===== src/rtl/sram_port_arbiter.sv =====
`default_nettype none
// ============================================================================
// Module   : sram_port_arbiter
// Purpose  : Shares one single-port SRAM between the host bridge (un-stallable
//            read/write strobes) and the compute engine (req/gnt handshake).
//            Host writes are posted into a small FIFO write buffer. Host reads
//            are forwarded from that buffer on an address hit.
// Revision : 1.0 - initial release
// ----------------------------------------------------------------------------
// Ports:
//   clk, rst_n             clock, asynchronous active-low reset
//   host_wr_*              host write strobe / address / data (posted)
//   host_rd_*              host read strobe / address, data returned next cycle
//   eng_req/we/addr/wdata  engine access request, held until eng_gnt
//   eng_gnt                engine access accepted this cycle
//   eng_rvalid/eng_rdata   engine read return, one cycle after grant
//   mem_*                  SRAM macro interface (read latency 1)
//   wbuf_empty             write buffer holds no entries
//   wbuf_ovf               sticky: a host write was dropped
//   eng_stall_cnt          engine stall cycles   (live with SRAM_ARB_STATS_EN)
//   fwd_hit_cnt            forwarded host reads  (live with SRAM_ARB_STATS_EN)
// Optional feature macro: SRAM_ARB_STATS_EN (saturating statistics counters;
// without it both counter outputs are tied to zero).
// ============================================================================
module sram_port_arbiter #(
  parameter int ADDR_W     = 13,
  parameter int DATA_W     = 32,
  parameter int WBUF_DEPTH = 4
) (
  input  logic              clk,
  input  logic              rst_n,
  input  logic              host_wr_en,
  input  logic [ADDR_W-1:0] host_wr_addr,
  input  logic [DATA_W-1:0] host_wr_data,
  input  logic              host_rd_en,
  input  logic [ADDR_W-1:0] host_rd_addr,
  output logic [DATA_W-1:0] host_rd_data,
  input  logic              eng_req,
  input  logic              eng_we,
  input  logic [ADDR_W-1:0] eng_addr,
  input  logic [DATA_W-1:0] eng_wdata,
  output logic              eng_gnt,
  output logic              eng_rvalid,
  output logic [DATA_W-1:0] eng_rdata,
  output logic              mem_en,
  output logic              mem_we,
  output logic [ADDR_W-1:0] mem_addr,
  output logic [DATA_W-1:0] mem_wdata,
  input  logic [DATA_W-1:0] mem_rdata,
  output logic              wbuf_empty,
  output logic              wbuf_ovf,
  output logic [31:0]       eng_stall_cnt,
  output logic [31:0]       fwd_hit_cnt
);

  localparam int PTR_W = $clog2(WBUF_DEPTH);
  localparam int CNT_W = PTR_W + 1;
  localparam logic [CNT_W-1:0] FULL_CNT = CNT_W'(WBUF_DEPTH);

  // Who owns the SRAM read data arriving next cycle.
  typedef enum logic [1:0] {
    OWN_NONE = 2'd0,
    OWN_HOST = 2'd1,
    OWN_ENG  = 2'd2
  } owner_e;

  logic [ADDR_W-1:0] wb_addr_q [WBUF_DEPTH];
  logic [DATA_W-1:0] wb_data_q [WBUF_DEPTH];
  logic [PTR_W-1:0]  head_q, head_d;
  logic [PTR_W-1:0]  tail_q, tail_d;
  logic [CNT_W-1:0]  count_q, count_d;
  owner_e            owner_q, owner_d;
  logic              fwd_hit_q, fwd_hit_d;
  logic [DATA_W-1:0] fwd_data_q, fwd_data_d;
  logic              ovf_q, ovf_d;

  logic              full;
  logic              empty;
  logic              drain;
  logic              push;
  logic [PTR_W-1:0]  idx;

  assign full  = (count_q == FULL_CNT);
  assign empty = (count_q == '0);

  // Fixed-priority port selection: host read, forced drain when full,
  // engine, opportunistic drain, idle.
  always_comb begin : port_select
    mem_en    = 1'b0;
    mem_we    = 1'b0;
    mem_addr  = wb_addr_q[head_q];
    mem_wdata = wb_data_q[head_q];
    eng_gnt   = 1'b0;
    drain     = 1'b0;
    owner_d   = OWN_NONE;
    if (host_rd_en) begin
      mem_en   = 1'b1;
      mem_addr = host_rd_addr;
      owner_d  = OWN_HOST;
    end else if (full) begin
      mem_en = 1'b1;
      mem_we = 1'b1;
      drain  = 1'b1;
    end else if (eng_req) begin
      eng_gnt   = 1'b1;
      mem_en    = 1'b1;
      mem_we    = eng_we;
      mem_addr  = eng_addr;
      mem_wdata = eng_wdata;
      if (!eng_we) begin
        owner_d = OWN_ENG;
      end
    end else if (!empty) begin
      mem_en = 1'b1;
      mem_we = 1'b1;
      drain  = 1'b1;
    end
  end

  // A full buffer can still accept a write if it drains in the same cycle;
  // only a colliding host read (which steals the drain slot) drops writes.
  assign push = host_wr_en & (~full | drain);

  always_comb begin : wbuf_ctrl
    head_d  = head_q + PTR_W'(drain);
    tail_d  = tail_q + PTR_W'(push);
    count_d = count_q + CNT_W'(push) - CNT_W'(drain);
    ovf_d   = ovf_q | (host_wr_en & ~push);
  end

  // Walk valid entries oldest to newest so the newest match wins; the entry
  // being pushed this cycle is newer than all of them. A draining head entry
  // is still counted because its SRAM write has not landed yet.
  always_comb begin : fwd_lookup
    fwd_hit_d  = 1'b0;
    fwd_data_d = '0;
    idx        = '0;
    for (int i = 0; i < WBUF_DEPTH; i++) begin
      idx = head_q + PTR_W'(i);
      if ((CNT_W'(i) < count_q) && (wb_addr_q[idx] == host_rd_addr)) begin
        fwd_hit_d  = 1'b1;
        fwd_data_d = wb_data_q[idx];
      end
    end
    if (push && (host_wr_addr == host_rd_addr)) begin
      fwd_hit_d  = 1'b1;
      fwd_data_d = host_wr_data;
    end
    if (!host_rd_en) begin
      fwd_hit_d  = 1'b0;
      fwd_data_d = '0;
    end
  end

  always_ff @(posedge clk or negedge rst_n) begin : ctrl_regs
    if (!rst_n) begin
      head_q     <= '0;
      tail_q     <= '0;
      count_q    <= '0;
      owner_q    <= OWN_NONE;
      fwd_hit_q  <= 1'b0;
      fwd_data_q <= '0;
      ovf_q      <= 1'b0;
    end else begin
      head_q     <= head_d;
      tail_q     <= tail_d;
      count_q    <= count_d;
      owner_q    <= owner_d;
      fwd_hit_q  <= fwd_hit_d;
      fwd_data_q <= fwd_data_d;
      ovf_q      <= ovf_d;
    end
  end

  // Entry storage needs no reset: validity is tracked by count_q alone.
  always_ff @(posedge clk) begin : wbuf_store
    if (push) begin
      wb_addr_q[tail_q] <= host_wr_addr;
      wb_data_q[tail_q] <= host_wr_data;
    end
  end

  assign host_rd_data = (owner_q == OWN_HOST) ? (fwd_hit_q ? fwd_data_q : mem_rdata) : '0;
  assign eng_rvalid   = (owner_q == OWN_ENG);
  assign eng_rdata    = eng_rvalid ? mem_rdata : '0;
  assign wbuf_empty   = empty;
  assign wbuf_ovf     = ovf_q;

`ifdef SRAM_ARB_STATS_EN
  logic [31:0] stall_cnt_q, stall_cnt_d;
  logic [31:0] hit_cnt_q, hit_cnt_d;

  always_comb begin : stats_next
    stall_cnt_d = stall_cnt_q;
    hit_cnt_d   = hit_cnt_q;
    if (eng_req && !eng_gnt && (stall_cnt_q != '1)) begin
      stall_cnt_d = stall_cnt_q + 32'd1;
    end
    if (fwd_hit_d && (hit_cnt_q != '1)) begin
      hit_cnt_d = hit_cnt_q + 32'd1;
    end
  end

  always_ff @(posedge clk or negedge rst_n) begin : stats_regs
    if (!rst_n) begin
      stall_cnt_q <= '0;
      hit_cnt_q   <= '0;
    end else begin
      stall_cnt_q <= stall_cnt_d;
      hit_cnt_q   <= hit_cnt_d;
    end
  end

  assign eng_stall_cnt = stall_cnt_q;
  assign fwd_hit_cnt   = hit_cnt_q;
`else
  assign eng_stall_cnt = '0;
  assign fwd_hit_cnt   = '0;
`endif

endmodule
`default_nettype wire


===== config.mk =====
export PLATFORM = sky130hd
export DESIGN_NAME = sram_port_arbiter
export DESIGN_NICKNAME = d
export VERILOG_FILES = /design/src/rtl/sram_port_arbiter.sv
export SDC_FILE = /design/constraint.sdc
export NUM_CORES = 1
export LEC_CHECK = 0
export CAP_MARGIN = 20
export CORE_ASPECT_RATIO = 1.75
export CORE_MARGIN = 3
export CORE_UTILIZATION = 55
export CTS_BUF_LIST = sky130_fd_sc_hd__clkbuf_16
export DETAILED_ROUTE_END_ITERATION = 10
export HOLD_SLACK_MARGIN = 0.05
export PLACE_DENSITY = 0.85
export REMOVE_ABC_BUFFERS = 1
export SYNTH_ARGS = -nofsm -noshare
export SYNTH_HDL_FRONTEND = slang
export SYNTH_SLANG_ARGS = --single-unit

===== constraint.sdc =====
create_clock -name clk -period 7.3 [get_ports clk]
set_input_delay 1.095 -clock clk [delete_from_list [all_inputs] [get_ports clk]]
set_output_delay 1.095 -clock clk [all_outputs]
set_load 0.03 [all_outputs]

==> results.md <==
- Most Crowded Layer GR: met2
- TritonCTS Buffers: 21
- Endpoints failing setup: 0
- Yosys warns: 0
- Most common cell in the netlist: edfxtp_1
- Unrepaired setup endpoints after global routing: false
- CP Data Required Time: 7.65 ns
- CTS tree: done
- Area Overhead vs Synth: 18.5%
- CP max stage delay: 1.03 ns
- Setup ws final: 2.16 ns
- Slowest CP cell: nor3_4
- DRC marker count from the first detailed-route iteration: 1711
- Fillers: 2161
- Yosys top cell by area: edfxtp_1
- Hold Buf Count CTS: 0
- Grt met3 use: 3.55%
- Mapped Area: 15800 um^2
- Sequential share of the synthesized area: 41.0%
- Share of the synthesized area in the top cell type: 34.2%
- Initial Utilization: 56.1%
- Share of cells above drive strength 1: 13.0%
- CP startpoint kind: flop
- Drt via density: 6.58
- Worst hold slack: 0.504 ns
- Placer Congestion: 0.950
- Crit Path Category: reg -> reg
- Ys async rst share: 19.3%
- Maximum vdd drop: 0.239 mV
- Dominant cells by area after synthesis: edfxtp_1, mux2i_1, dfrtp_1
- Clock Latency Late Sink: 0.52 ns
- Worst R2R Path Depth: 10
- Fin crit share: 70.4%
- Power density over the cells: 349 nW/um^2
- CP dominant cell by count: buf_4
- Post-CTS Setup Inserts: 0
- Synth Register Bits: 223
- Max FO, Critical Path: 56
- Setup crit start: head_q[0]
- Status: complete, no violations
- Gate count of the mapped netlist: 1499
- Clock sink count: 223
- Fin nets: 1805
- Worst hold-check path type: reg -> reg
- Vias: 13500
- Clock skew: 0.0176 ns
- Critical R2R Capture: fwd_data_q[22]
- GRT met2 Usage: 55.3%
- Final hold vios: 0
- Drt first pass iters: 6
- Fmax: 194 MHz
- Worst Tran Pin Value: 1.14 ns
- CTS Buffer Depth: 3
- Core area: 28200 um^2
- Rows: 81
- Gates resized, CTS repair: 0
- Top FF cell, synth: edfxtp_1
- Die Ht: 230 um
- Syn avg cell area: 10.5 um^2
- CP endpoint kind: flop
- Antenna violations before repair: 5
- Flop-to-flop setup slack: 2.16 ns
- Reg-to-reg critical path startpoint: head_q[0]
- Global-route wire length before repair: 74.3 mm
- Final min period: 5.14 ns
- GRT Util Overall: 30.3%
- Detail Placement HPWL: 32.0 mm
- M1 GR Usage: 33.6%
- Residual DRC: 0
- I/O pin cnt: 320
- Clock root cell: clkbuf_16
- Max_cap viols: 0
- Routed Antenna Nets: 0
- Die X: 134 um
- Worst endpoint data arrival time: 5.49 ns
- Netlist cell types: 69
- Most frequent cells after synthesis: edfxtp_1, mux2i_1, o21ai_0
- Full die area: 30900 um^2
- Slew margin rel.: 23.6%
- Largest net degree at the start of global routing: 80
- H-Tree Depth: 1
- Worst Setup EP: fwd_data_q[22]
- Global route overflow: 0
- Leakage: 6.64 nW
- # port buffers: 255
- Number of synthesized flops with an enable pin: 180
- Setup WS pre-CTS: 2.02 ns
- Vias in the first global route: 13500
- WL/cell: 23.7 um
- Clock transition at path regs: 0.07 ns
- CP cell instances: clkinv_2, buf_4, mux2i_1, xnor2_1, o2111ai_2, nor3_4, buf_4, o31ai_1, o211ai_2, a221oi_2
- Post-layout util: 66.4%
- Drt total wl: 48.6 mm
- Pins Over Slew Limit: 0
-- flip-flops by register name (all words and copies together), names as in the netlist --
name and cells:
count_q 3, fwd_data_q 32, fwd_hit_q 1, head_q 2
owner_q 2, tail_q 2, wb_addr_q 52, wb_data_q 128
wbuf_ovf 1
-- metrics by stage --
step,TNS [ns],power (mW),std cells,cell area (um^2)
final,0,6.52,2048,18700
after global routing,0,6.83,2048,18700
after CTS,0,6.48,2041,18700
after detailed placement,0,5.48,2004,18100
after global placement,0,5.38,2004,18100
after floorplan,-111.19,4.59,1355,14800
-- how the worst min path moves through the flow --
| stage | start | end | slack, ns | depth (start not counted) |
|---|---|---|---|---|
| 2_1_floorplan | tail_q[1] | tail_q[1] | 0.49 | 1 |
| 3_3_place_gp | wbuf_ovf | wbuf_ovf | 0.48 | 1 |
| 3_5_place_dp | wbuf_ovf | wbuf_ovf | 0.48 | 1 |
| 4_1_cts | wbuf_ovf | wbuf_ovf | 0.50 | 1 |
| 5_1_grt | wbuf_ovf | wbuf_ovf | 0.54 | 1 |
| 6_report | wbuf_ovf | wbuf_ovf | 0.50 | 1 |
-- critical path: cells and delay by family (launching register included) --
kind,cells,cell delay (ns)
muxes,1,0.22
xor gates and xnor gates,1,0.40
buffers and inverters,3,1.30
AOI/OAI and AO/OA,4,1.08
and+or+nand+nor,1,1.03
DFF,1,0.87
-- cell usage in the layout (no fill, tap or decap), types with 21 or more instances in the layout --
| cell | instances |
|---|---|
| a211o_1 | 35 |
| a211oi_1 | 32 |
| a21oi_1 | 30 |
| and2_1 | 50 |
| buf_4 | 22 |
| clkbuf_16 | 21 |
| clkdlybuf4s50_1 | 253 |
| conb_1 | 64 |
| dfrtp_1 | 40 |
| edfxtp_1 | 180 |
| mux2_2 | 75 |
| mux2i_1 | 122 |
| mux4_2 | 22 |
| nand2_1 | 88 |
| nand3_1 | 25 |
| nand4_1 | 52 |
| nor2_1 | 78 |
| o21ai_0 | 109 |
| o31ai_1 | 34 |
| xnor2_1 | 47 |
| xor2_1 | 21 |
-- layout make-up --
class,count,area [um^2],share of cell area [%]
diodes,4,10.0,0.0535
clock buffers,21,526,2.81
clock inverters,16,62.6,0.334
inverters,9,35.0,0.187
multi-input cells,1123,8380,44.8
flip-flops and latches,223,6490,34.7
well taps,373,467,2.49
repair buffers,279,2750,14.7
-- metal layers --
metal | wire (um) | share of wire, %
met1 | 15900 | 33
met2 | 25600 | 53
met3 | 4190 | 8.6
met4 | 2850 | 5.9
met5 | 12 | 0.025
-- cell families (layout without fill, tap and decap cells) --
group,count (synthesis),after routing,synth area share (%)
buffers and inverters,216,325,7.83
multiplexers,221,221,16.4
AND/OR/NAND/NOR,396,396,13.1
AO/OA/AOI/OAI,367,367,17.3
other,1,68,0.0237
flip-flops,223,223,41.0
XOR/XNOR,68,68,3.77
adder cells (fa/ha/maj),7,7,0.602
-- report_power, final --
part	switching (mW)	internal, mW
logic	2.14	1.43
registers	0.293	1.68
clock network	0.468	0.519
total	2.90	3.63
(Power assumes the default switching activity.)
